`src/rtl/dice_pkg.sv`:
```
// Shared types and helpers for the N-player dice arbiter.
package dice_pkg;

  localparam int DICE_W = 4;

  typedef enum logic [1:0] {
    IDLE    = 2'd0,
    ROLLING = 2'd1,
    HELD    = 2'd2
  } ch_state_t;

  // Ceiling log2; constant-evaluable so it can size ports and counters.
  function automatic int clog2(input int v);
    int r;
    r = 0;
    while ((1 << r) < v) r = r + 1;
    return r;
  endfunction

endpackage

```
`src/rtl/dice_channel.sv`:
```
// One player channel: start edge detect, IDLE/ROLLING/HELD FSM,
// roll-length counter and wrapping face counter.
module dice_channel
  import dice_pkg::*;
#(
  parameter int FACES       = 6,
  parameter int ROLL_CYCLES = 1000000
) (
  input  logic              clk,
  input  logic              rst,
  input  logic              start,
  output logic              acc,
  output logic [DICE_W-1:0] dice,
  output logic              rolling,
  output logic              held
);

  localparam int CNT_W = clog2(ROLL_CYCLES + 1);

  ch_state_t         st, st_nx;
  logic [CNT_W-1:0]  cnt, cnt_nx;
  logic [DICE_W-1:0] face_nx;
  logic              start_q;
  logic              rise;

  assign rise    = start & ~start_q;
  // A rise only counts when it actually launches a roll.
  assign acc     = rise & (st != ROLLING);
  assign rolling = (st == ROLLING);
  assign held    = (st == HELD);

  // Next state: launch on edge, otherwise step face and count down the window.
  always_comb begin
    st_nx   = st;
    cnt_nx  = cnt;
    face_nx = dice;
    case (st)
      IDLE, HELD: begin
        if (rise) begin
          st_nx  = ROLLING;
          cnt_nx = CNT_W'(ROLL_CYCLES);
        end
      end
      ROLLING: begin
        face_nx = (dice == DICE_W'(FACES)) ? DICE_W'(1) : dice + DICE_W'(1);
        cnt_nx  = cnt - CNT_W'(1);
        if (cnt == CNT_W'(1)) st_nx = HELD;
      end
      default: st_nx = IDLE;
    endcase
  end

  // State, counters and the edge-detect register.
  always_ff @(posedge clk) begin
    if (rst) begin
      st      <= IDLE;
      cnt     <= '0;
      dice    <= DICE_W'(1);
      start_q <= 1'b0;
    end else begin
      st      <= st_nx;
      cnt     <= cnt_nx;
      dice    <= face_nx;
      start_q <= start;
    end
  end

endmodule

```
`src/rtl/dice_roll_arbiter.sv`:
```
// N-player dice roller: per-channel dice plus finish arbitration and
// a max-face / lowest-index winner compare stage.
module dice_roll_arbiter
  import dice_pkg::*;
#(
  parameter int N_CH        = 2,
  parameter int FACES       = 6,
  parameter int ROLL_CYCLES = 1000000
) (
  input  logic                     clk,
  input  logic                     rst,
  input  logic [N_CH-1:0]          start,
  input  logic                     finish,
  output logic [DICE_W*N_CH-1:0]   dice,
  output logic [N_CH-1:0]          rolling,
  output logic [N_CH-1:0]          held,
  output logic                     result_valid,
  output logic [clog2(N_CH)-1:0]   winner,
  output logic                     tie,
  output logic [DICE_W-1:0]        max_face,
  output logic                     finish_rej
);

  localparam int WIN_W  = clog2(N_CH);
  localparam int STAGES = 1;

  logic [N_CH-1:0][DICE_W-1:0] dice_a;
  logic [N_CH-1:0]             acc;
  logic                        fin_q, fin_rise, fin_acc;
  logic [STAGES:0]             vld_pipe;
  logic [DICE_W-1:0]           cmp_max;
  logic [WIN_W-1:0]            cmp_win;
  logic [3:0]                  cmp_cnt;

  genvar g;
  generate
    for (g = 0; g < N_CH; g++) begin : g_ch
      dice_channel #(
        .FACES       (FACES),
        .ROLL_CYCLES (ROLL_CYCLES)
      ) u_ch (
        .clk     (clk),
        .rst     (rst),
        .start   (start[g]),
        .acc     (acc[g]),
        .dice    (dice_a[g]),
        .rolling (rolling[g]),
        .held    (held[g])
      );
    end
  endgenerate

  assign dice     = dice_a;
  assign fin_rise = finish & ~fin_q;
  // Launching any roll in the same cycle makes the held values stale, so start wins.
  assign fin_acc  = fin_rise & (&held) & ~(|acc);
  assign vld_pipe[0] = fin_acc;

  // Compare: strict > keeps the lowest index on equal faces; second pass counts ties.
  always_comb begin
    cmp_max = '0;
    cmp_win = '0;
    cmp_cnt = '0;
    for (int i = 0; i < N_CH; i++) begin
      if (dice_a[i] > cmp_max) begin
        cmp_max = dice_a[i];
        cmp_win = WIN_W'(i);
      end
    end
    for (int i = 0; i < N_CH; i++) begin
      if (dice_a[i] == cmp_max) cmp_cnt = cmp_cnt + 4'd1;
    end
  end

  // Finish edge detect, accept pipeline and result registers.
  always_ff @(posedge clk) begin
    if (rst) begin
      fin_q                <= 1'b0;
      vld_pipe[STAGES:1]   <= '0;
      result_valid         <= 1'b0;
      winner               <= '0;
      tie                  <= 1'b0;
      max_face             <= '0;
      finish_rej           <= 1'b0;
    end else begin
      fin_q              <= finish;
      vld_pipe[STAGES:1] <= vld_pipe[STAGES-1:0];
      finish_rej         <= fin_rise & ~fin_acc;
      // Dice are still frozen one cycle after acceptance, so compare them now.
      if (vld_pipe[STAGES]) begin
        winner   <= cmp_win;
        tie      <= (cmp_cnt > 4'd1);
        max_face <= cmp_max;
      end
      if (|acc)                  result_valid <= 1'b0;
      else if (vld_pipe[STAGES]) result_valid <= 1'b1;
    end
  end

endmodule

```
`config.mk`:
```
export PLATFORM = sky130hd
export DESIGN_NAME = dice_roll_arbiter
export DESIGN_NICKNAME = d
export VERILOG_FILES = /design/src/rtl/dice_pkg.sv /design/src/rtl/dice_channel.sv /design/src/rtl/dice_roll_arbiter.sv
export SDC_FILE = /design/constraint.sdc
export NUM_CORES = 1
export LEC_CHECK = 0
export CAP_MARGIN = 20
export CORE_MARGIN = 8
export CORE_UTILIZATION = 34
export CTS_CLUSTER_DIAMETER = 80
export DETAILED_ROUTE_END_ITERATION = 8
export PLACE_DENSITY = 0.56
export SLEW_MARGIN = 30
export SYNTH_ARGS = -nofsm -noshare
export SYNTH_HDL_FRONTEND = slang
export SYNTH_SLANG_ARGS = --single-unit
```
`constraint.sdc`:
```
create_clock -name clk -period 4.55 [get_ports clk]
set_input_delay 0.455 -clock clk [delete_from_list [all_inputs] [get_ports clk]]
set_output_delay 0.455 -clock clk [all_outputs]
set_load 0.01 [all_outputs]
```
==> metrics.md, run 1 <==
| Metric | Value |
|---|---|
| Maximum operating frequency | between 400 and 500 MHz |
| Max Cap Viol | 0 |
| Worst path required time | 4.09 ns |
| Drt wl/cell | about 15 um |
| Yosys cell types | 48 |
| Leading cell type in the layout, fill and taps excluded | dfxtp_1 |
| Antenna Cells | 0 |
| Max Slew Vio Count | 0 |
| Clock sinks | 64 |
| Worst-path clk slew | ~0.080 ns |
| R2r setup slk | between 2 and 2.5 ns |
| Port bufs | 24 |
| Synthesis-stage register bit count | 64 |
| Setup TNS | 0 ns |
| Cell count after synthesis | approximately 380 |
| Antenna violations before repair | 0 |
| Final layout net count | around 400 |
| Clk_skew | 0.0111 ns |
| Vias in the first global route | about 2.7k |
| Fin crit share | about 55% |
| Area growth syn-to-layout | 15.7% |
| Longest Clk Path Bufs | 2 |
| Root Driver | clkbuf_8 |
| Final WS setup | around 2.1 ns |
| Kind of launch point of the worst setup path | register |
| H-tree depth | 3 |
| DR vias/cell | 5.42 |
| Hold WC Path Type | register to register |
| Cells after DPL | a little over 500 |
| Period minus WS final | between 2 and 2.5 ns |
| Cell Count, Final, Fillers Out | around 530 |
| Die ar. | 12900 um^2 |
| CP max FO | 16 |
| Global route total overflow | 0 |
| # IOs | 25 |
| Syn_area_per_cell | between 8 and 9 um^2 |
| Reg-to-reg startpoint | g_ch[0].u_ch.st[0]$_SDFFE_PP0P_ |
| Final Instance Area | about 3800 um^2 |
| Top_reg_cell synth | dfxtp_1 |
| Ys async rst share | 0% |
| Final ANT Viol Nets | 0 |
| Initial Util | between 30% and 40% |
| CP Capture Type | output pin |
| Most frequent cells in the layout | 64 x dfxtp_1, 32 x nor2_1, 24 x a21oi_1 |
| Mapped Area | approximately 3300 um^2 |
| Hold Crit Endpoint | winner$_SDFFE_PP0P_ |
| Pwr Density | 398 nW/um^2 |
| Critical path data arrival time | 2.04 ns |
| Setup WS pre-CTS | 2.09 ns |
| Iteration-0 DRC Markers | 155 |
| Total wire length | ~7.7 mm |
| CTS tree | yes |
| Final Hold Vio Count | 0 |
| Hold_buf cts | 0 |
| Post-DP HPWL | approximately 5.2 mm |
| Leakage power | around 1.3 nW |
| Slowest-stage cell, CP | clkdlybuf4s50_1 |
| Number of synthesized flops with an enable pin | 0 |
| Drt drc | 0 |
| DR vias | approximately 2.8k |
| Cell Rows | 35 |
| First-pass GRT wire length | approximately 13 mm |
| Layout Utilization | 40.7% |
| GRT Total Usage | roughly an eighth |
| Worst hold path depth | 2 |
| Post-CTS setup buffers | 0 |
| Crit-path cells | nand2b_1, inv_1, clkdlybuf4s50_1 |
| Slew @ Worst Pin | 0.686 ns |
| Layout cells sized above 1 | 8.59% |
| Max_slew headroom | between 50 and 60% |
| Status | finished clean |
| Die Ht | around 110 um |
| Placed cell area | 3570 um^2 |
| Final setup vio count | 0 |
| Net Count, Synth | 389 |
| Largest net degree at the start of global routing | 57 |
| Core box area | between 9000 and 10000 um^2 |
| Clock Latency Late Sink | ~0.34 ns |
| HP Start | winner$_SDFFE_PP0P_ |
| Sequential fraction of the synthesis area | 39.4% |
| Slowest stage delay, CP | about 0.64 ns |
| Ys Warns | 0 |
| RSZ-0062 raised after global routing | false |
| RD Place Congestion | 0.763 |
| WS Path Type | register to output pin |
| Critical R2R Capture | g_ch[0].u_ch.cnt[12]$_SDFFE_PP0P_ |
| Cts repair resizes | 0 |
| Peak VDD IR | 0.111 mV |
| Die span in x | roughly 110 um |
| DRT Pass-1 Iters | 4 |
| Total CTS buffers | 9 |
| R2R cell count | 5 |
routing by layer:
metal	part of all wire [%]	track usage, %
met2	45	19.8
met3	5.5	3.70
met1	48	15.0
met4	1.4	4.79
met5	0	0
worst max-delay path by stage:
stage                                            from                           endpoint
floorplan           g_ch[0].u_ch.dice[1]$_SDFFE_PP0P_           max_face[0]$_SDFFE_PP0P_
global placement                             start[0]  g_ch[0].u_ch.cnt[17]$_SDFFE_PP0P_
detailed placement                           start[0]  g_ch[0].u_ch.cnt[17]$_SDFFE_PP0P_
CTS                   g_ch[0].u_ch.st[0]$_SDFFE_PP0P_                         rolling[0]
global route          g_ch[0].u_ch.st[0]$_SDFFE_PP0P_                         rolling[0]
finish                g_ch[0].u_ch.st[0]$_SDFFE_PP0P_                         rolling[0]
synth_stat cells, types with 2 or more instances:
cell,n,area share (%)
dfxtp_1,64,39
nor2_1,32,3.7
a21oi_1,24,3.7
nand2_1,19,2.2
clkbuf_1,17,2.0
nor3_1,14,2.2
or4_1,14,3.2
inv_1,13,1.5
nand3_1,13,2.0
o21ai_0,13,2.0
a31oi_1,11,2.1
xor2_1,11,3.0
or3_1,9,1.7
a311oi_1,8,2.2
ha_1,8,3.1
nand4_1,8,1.5
nor2b_1,8,1.5
nor4_1,8,1.5
o31ai_1,8,1.8
nand2b_1,7,1.3
o211ai_1,6,1.4
o311ai_0,5,1.3
buf_4,4,0.92
mux2_2,4,1.4
nand3b_1,4,0.92
or2_2,4,0.77
xnor2_1,4,1.1
nor4b_1,3,0.81
o311a_1,3,0.92
and2_1,2,0.38
and3_1,2,0.38
clkinv_1,2,0.23
nor3b_1,2,0.46
nor3b_2,2,0.77
nor4_4,2,1.3
o2111ai_1,2,0.54
o21a_1,2,0.46
o31a_1,2,0.54
o41ai_1,2,0.54
or3b_2,2,0.54
registers in the layout (all words and copies together) (netlist names):
name	count
result_valid	1
max_face	4
tie	1
fin_q	1
vld_pipe	1
g_ch.u_ch.cnt	40
winner	1
g_ch.u_ch.dice	8
finish_rej	1
g_ch.u_ch.start_q	2
g_ch.u_ch.st	4
critical path: cells and delay by family, from the launching register on:
family / cells / cell delay (ns)
buf+inv: 2 / 1.08
flops: 1 / 0.43
simple gates: 1 / 0.18
where the power goes:
group          internal, mW  leakage (nW)  switching (mW)
registers             0.607         0.524          0.0602
clock network         0.267        0.0993           0.221
logic                 0.144         0.683           0.199
total                  1.02          1.31           0.480
area by class of cell:
class                      count  area, um^2
timing repair buffer          26         250
tap                          129         161
fill                         921        5480
multi-input combinational    275        1820
clock inverter                 5        56.3
inverter                      15        56.3
sequential                    64        1280
clock buffer                  11         141
per-stage QoR:
| step | hold slack (ns) | total power, mW |
|---|---|---|
| final | 0.475 | 1.50 |
| after global routing | 0.509 | 1.60 |
| after CTS | 0.479 | 1.52 |
| after detailed placement | 0.466 | 1.02 |
| after global placement | 0.465 | 1.01 |
| after floorplan | 0.465 | 0.932 |
kinds of logic after synthesis:
logic type | after synthesis | share of synthesized area (%)
compound gates | 89 | 18.3
xor+xnor | 15 | 4.04
fa+ha+maj | 8 | 3.08
buf+inv | 37 | 4.73
flops | 64 | 39.4
mux | 5 | 1.69
simple gates | 158 | 28.7
Power figures use the tool's default switching activity.
==> run 2: changes to the inputs <==
Clock period 4.55 ns to 2.45 ns, I/O delays scaled along.
==> metrics.md, run 2 (synthesis gave the netlist of run 1 again) <==
| Metric | Value |
|---|---|
| Status | finished clean |
| Critical path data arrival time | 1.92 ns (-0.12 ns) |
| RSZ-0062 raised after global routing | false |
| Cell Rows | 35 (unchanged) |
| Worst hold path depth | 3 (+1) |
| Layout cells sized above 1 | 10.8% (+2.3 points) |
| Kind of launch point of the worst setup path | register |
| Post-CTS setup buffers | 0 (unchanged) |
| Fillers | 927 (+0.65%) |
| First-pass GRT wire length | 12.9 mm (+0.48%) |
| Antenna Cells | 0 (unchanged) |
| Post-DP HPWL | 5.45 mm (+4.0%) |
| Initial Util | 35.2% (unchanged) |
| CP Capture Type | output pin |
| Most frequent cells in the layout | 64 x dfxtp_1, 32 x nor2_1, 24 x a21oi_1 |
| Max Cap Viol | 0 (unchanged) |
| Core box area | 9240 um^2 (unchanged) |
| Drt drc | 0 (unchanged) |
| Max reg flops | 40 (unchanged) |
| Die span in x | 114 um (unchanged) |
| Leakage power | 1.38 nW (+5.7%) |
| Max Slew Vio Count | 0 (unchanged) |
| Iteration-0 DRC Markers | 211 (+36%) |
| Largest registers | g_ch.u_ch.cnt: 40 flops, g_ch.u_ch.dice: 8 flops |
| Total wire length | 7.75 mm (+0.86%) |
| Leading cell type in the layout, fill and taps excluded | dfxtp_1 |
| Most flops, register | g_ch.u_ch.cnt |
| GRT Total Usage | 12.3% (+0.054 points) |
| CTS tree | yes |
| Clock sinks | 64 (unchanged) |
| Period minus WS final | 2.17 ns |
| Root Driver | clkbuf_8 |
| Final setup vio count | 0 (unchanged) |
| Power Total | 3.01 mW (+100%) |
| # IOs | 25 (unchanged) |
| Clk_skew | 0.0155 ns (+0.00437 ns) |
| WS Path Type | register to output pin |
| Die Ht | 114 um (unchanged) |
| Drt wl/cell | 14.5 um (-1.0%) |
| H-tree depth | 3 (unchanged) |
| Largest net degree at the start of global routing | 56 (-1.8%) |
| Die ar. | 12900 um^2 (unchanged) |
| Global route total overflow | 0 (unchanged) |
| DR vias/cell | 5.36 (-1.2%) |
| Hold WC Path Type | input port to register |
| Slew @ Worst Pin | 0.604 ns (-0.0813 ns) |
| Port bufs | 24 (unchanged) |
| Worst path required time | 2.20 ns (-1.89 ns) |
| Maximum operating frequency | approximately 460 MHz |
| RD Place Congestion | 0.768 (+0.63%) |
| Pwr Density | 774 nW/um^2 (+95%) |
| Worst-path clk slew | 0.08 ns (about the same) |
| R2R cell count | 5 (unchanged) |
| Vias in the first global route | 2670 (-0.52%) |
| Fin crit share | roughly nine tenths |
| Total CTS buffers | 9 (unchanged) |
| Cts repair resizes | 0 (unchanged) |
| DRT Pass-1 Iters | 5 (+1) |
| Hold_buf cts | 0 (unchanged) |
| Longest Clk Path Bufs | 2 (unchanged) |
| Setup TNS | 0 ns (unchanged) |
| Area growth syn-to-layout | 19.5% |
| DR vias | 2866 (+0.67%) |
| Antenna violations before repair | 0 (unchanged) |
| Clock Latency Late Sink | 0.34 ns (about the same) |
| Final Hold Vio Count | 0 (unchanged) |
| Final layout net count | 414 (+2.5%) |
| Final ANT Viol Nets | 0 (unchanged) |
| Peak VDD IR | 0.305 mV (+170%) |
| CP max FO | 11 (-5) |
| Worst hold margin | 0.383 ns (-0.0922 ns) |
| Max_slew headroom | 59.7% (+5.8 points) |
==> run 2: cell types whose count changed in the layout (fill, tap and decap cells not counted) <==
cell,change
buf_4,+10
bufinv_16,+2
clkinv_2,-1
clkinvlp_4,-1
==> run 2: final timing paths <==
kind / startpoint / endpoint / slack (ns)
max: g_ch[0].u_ch.st[0]$_SDFFE_PP0P_ / rolling[0] / 0.28
min: rst / g_ch[0].u_ch.dice[0]$_SDFFE_PP1P_ / 0.38
max reg2reg: g_ch[0].u_ch.dice[2]$_SDFFE_PP0P_ / max_face[1]$_SDFFE_PP0P_ / 0.50
min reg2reg: winner$_SDFFE_PP0P_ / winner$_SDFFE_PP0P_ / 0.47
==> run 2: layout make-up <==
cell class	count	area [um^2]	share of cell area, %
tap	129	161	4.15
inverter	15	56.3	1.45
sequential	64	1280	33.0
clock buffer	11	141	3.64
multi-input combinational	275	1820	46.7
clock inverter	5	104	2.67
timing repair buffer	36	325	8.37
==> run 2: stage by stage <==
stage               setup WS [ns]  cells  util (%)  area [um^2]
global route                0.153    535      42.1         3890
floorplan                   0.563    376         -         3250
finish                      0.282    535      42.1         3890
detailed placement          0.397    519      39.4         3640
CTS                         0.262    535      42.1         3890
global placement            0.446    519      39.4         3640
==> run 2: worst max-delay path: stages (launching register included) <==
cell and delay (ns):
dfxtp_1 0.43, nand2b_1 0.19, inv_1 0.20, buf_4 0.21, clkdlybuf4s50_1 0.56
==> run 2: power by group <==
part | switching (mW) | leakage [nW] | total [mW] | internal (mW)
registers | 0.0962 | 0.524 | 1.22 | 1.13
clock network | 0.411 | 0.124 | 1.12 | 0.705
logic | 0.383 | 0.733 | 0.671 | 0.288
total | 0.890 | 1.38 | 3.01 | 2.12
==> run 2: metal layers <==
metal / global-route usage [%] / vias up / part of all wire [%]
met5: 0 / - / 0
met4: 5.06 / 0 / 1.3
met3: 3.49 / 10 / 5.4
met2: 19.8 / 61 / 45
met1: 15.2 / 1337 / 48
li1: - / 1458 / -
==> run 3: changes to the inputs <==
Settings changed: CAP_MARGIN 20 to unset, REMOVE_ABC_BUFFERS set to 1.
==> metrics.md, run 3 (synthesis gave the netlist of run 1 again) <==
| Metric | Value |
|---|---|
| Die span in x | 114 um (unchanged) |
| Gr busiest metal | met2 |
| Fin crit share | 88.8% (+0.33 points) |
| Antenna violations before repair | 0 (unchanged) |
| Layout cells sized above 1 | 10.6% (-0.22 points) |
| Longest Clk Path Bufs | 2 (unchanged) |
| CTS tree | yes |
| FF+latch area | 1280 um^2 (unchanged) |
| # IOs | 25 (unchanged) |
| Max reg flops | 40 (unchanged) |
| Most flops, register | g_ch.u_ch.cnt |
| Maximum operating frequency | 460 MHz (-0.37%) |
| Clock sinks | 64 (unchanged) |
| Leakage power | 1.35 nW (-2.1%) |
| Reg-to-reg startpoint | g_ch[1].u_ch.cnt[2]$_SDFFE_PP0P_ |
| Worst path required time | 2.20 ns (about the same) |
| Final ANT Viol Nets | 0 (unchanged) |
| Met3 Use GR | 2.85% (-0.63 points) |
| R2r setup slk | 0.51 ns (about the same) |
| Global route total overflow | 0 (unchanged) |
| Pwr Density | 735 nW/um^2 (-5.1%) |
| Slowest-stage cell, CP | clkdlybuf4s50_1 |
| Setup crit end | rolling[1] |
| Max_slew headroom | 60.9% (+1.1 points) |
| Cell Count, Final, Fillers Out | 534 (-0.19%) |
| Slew @ Worst Pin | 0.587 ns (-0.0171 ns) |
| Multi-input gate area | 1820 um^2 (unchanged) |
| Hold WC Path Type | input port to register |
| RSZ-0062 raised after global routing | false |
| Drt wl/cell | 14.2 um (-1.8%) |
| CP max FO | 18 (+7) |
| Vias in the first global route | 2685 (+0.56%) |
| Period minus WS final | 2.18 ns (+0.00803 ns) |
| Critical path data arrival time | 1.93 ns (about the same) |
| First-pass GRT wire length | 13.3 mm (+2.7%) |
| Total CTS buffers | 9 (unchanged) |
| DRT Pass-1 Iters | 4 (-1) |
| Root Driver | clkbuf_8 |
| Iteration-0 DRC Markers | 151 (-28%) |
| Status | finished clean |
| Final layout net count | 413 (-0.24%) |
| Cell Rows | 35 (unchanged) |
| Max Cap Viol | 0 (unchanged) |
| H-tree depth | 3 (unchanged) |
| Met2 Usage GRT | 19.8% (unchanged) |
| DR vias/cell | 5.34 (-0.37%) |
| Die ar. | 12900 um^2 (unchanged) |
| Area growth syn-to-layout | 18.0% |
| DR vias | 2850 (-0.56%) |
| R2R cell count | 4 (-1) |
| RD Place Congestion | 0.774 (+0.81%) |
| Port bufs | 24 (unchanged) |
| Most frequent cells in the layout | 64 x dfxtp_1, 32 x nor2_1, 24 x a21oi_1 |
| WS Path Type | register to output pin |
| CP Capture Type | output pin |
| Crit-path cells | nand2b_1, clkinvlp_4, clkdlybuf4s50_1 |
| GRT Total Usage | 12.5% (+0.13 points) |
| Clk_skew | 0.00961 ns (-0.00590 ns) |
| Final setup vio count | 0 (unchanged) |
| Leading cell type in the layout, fill and taps excluded | dfxtp_1 |
| Hold_buf cts | 0 (unchanged) |
| Peak VDD IR | 0.289 mV (-5.2%) |
| GR Util met1 | 16.1% (+0.89 points) |
| Worst-path clk slew | 0.07 ns (about the same) |
| Setup WS pre-CTS | 0.331 ns (-0.0656 ns) |
| Post-DP HPWL | 5.22 mm (-4.2%) |
| Fillers | 945 (+1.9%) |
| Cells after DPL | 518 (-0.19%) |
| Placed cell area | 3630 um^2 (-0.21%) |
| Core box area | 9240 um^2 (unchanged) |
| Clock Latency Late Sink | 0.34 ns (about the same) |
| Drt drc | 0 (unchanged) |
| Worst Setup SP | g_ch[1].u_ch.st[1]$_SDFFE_PP0P_ |
| Total wire length | 7.60 mm (-2.0%) |
| Final Hold Vio Count | 0 (unchanged) |
| Kind of launch point of the worst setup path | register |
| Critical R2R Capture | g_ch[1].u_ch.cnt[17]$_SDFFE_PP0P_ |
| Antenna Cells | 0 (unchanged) |
| Die Ht | 114 um (unchanged) |
| Slowest stage delay, CP | 0.59 ns (+0.03 ns) |
| Largest registers | g_ch.u_ch.cnt: 40 flops, g_ch.u_ch.dice: 8 flops |
| Initial Util | 35.2% (unchanged) |
| Max Slew Vio Count | 0 (unchanged) |
| Final Instance Area | 3840 um^2 (-1.3%) |
| Setup TNS | 0 ns (unchanged) |
| Largest net degree at the start of global routing | 56 (unchanged) |
| Final WS setup | 0.274 ns (-0.00803 ns) |
| Worst hold margin | 0.370 ns (-0.0127 ns) |
==> run 3: layout make-up <==
cell class                 instances  area share [%]
multi-input combinational        275            47.4
timing repair buffer              35            8.28
sequential                        64            33.4
inverter                          15            1.57
tap                              129            4.21
clock buffer                      13            4.14
clock inverter                     3            1.04
==> run 3: how the worst min path moves through the flow <==
stage / from / to / cells after the start
6_report: rst / g_ch[1].u_ch.dice[0]$_SDFFE_PP1P_ / 3
5_1_grt: rst / g_ch[1].u_ch.dice[0]$_SDFFE_PP1P_ / 3
4_1_cts: rst / g_ch[1].u_ch.dice[0]$_SDFFE_PP1P_ / 3
3_5_place_dp: winner$_SDFFE_PP0P_ / winner$_SDFFE_PP0P_ / 2
3_3_place_gp: winner$_SDFFE_PP0P_ / winner$_SDFFE_PP0P_ / 2
2_1_floorplan: rst / g_ch[0].u_ch.cnt[10]$_SDFFE_PP0P_ / 1
==> run 3: timing repair <==
| item | 4_1_cts | 5_1_grt |
|---|---|---|
| buffers inserted | 0 | 0 |
| endpoints found under the setup margin | 0 | 1 |
| resized for setup | 0 | 1 |
==> run 3: worst max-delay path: cells and delay by family (launching register included) <==
family	cells	cell delay [ns]
buffers and inverters	2	0.97
DFF	1	0.34
and+or+nand+nor	1	0.28
==> run 3: metrics by stage <==
step,utilization [%],total power [mW]
final,41.5,2.82
after global routing,41.5,3.00
after CTS,41.5,2.86
after detailed placement,39.3,1.92
after global placement,39.3,1.91
after floorplan,-,1.71
==> run 3: where the power goes <==
part	internal [mW]	switching [mW]
Sequential	1.13	0.0967
Clock	0.523	0.395
Combinational	0.289	0.386
==> run 3: routing by layer <==
metal,wire (um),share of wire [%]
met2,3470,46
met5,0,0
met1,3730,49
met3,288,3.8
met4,111,1.5
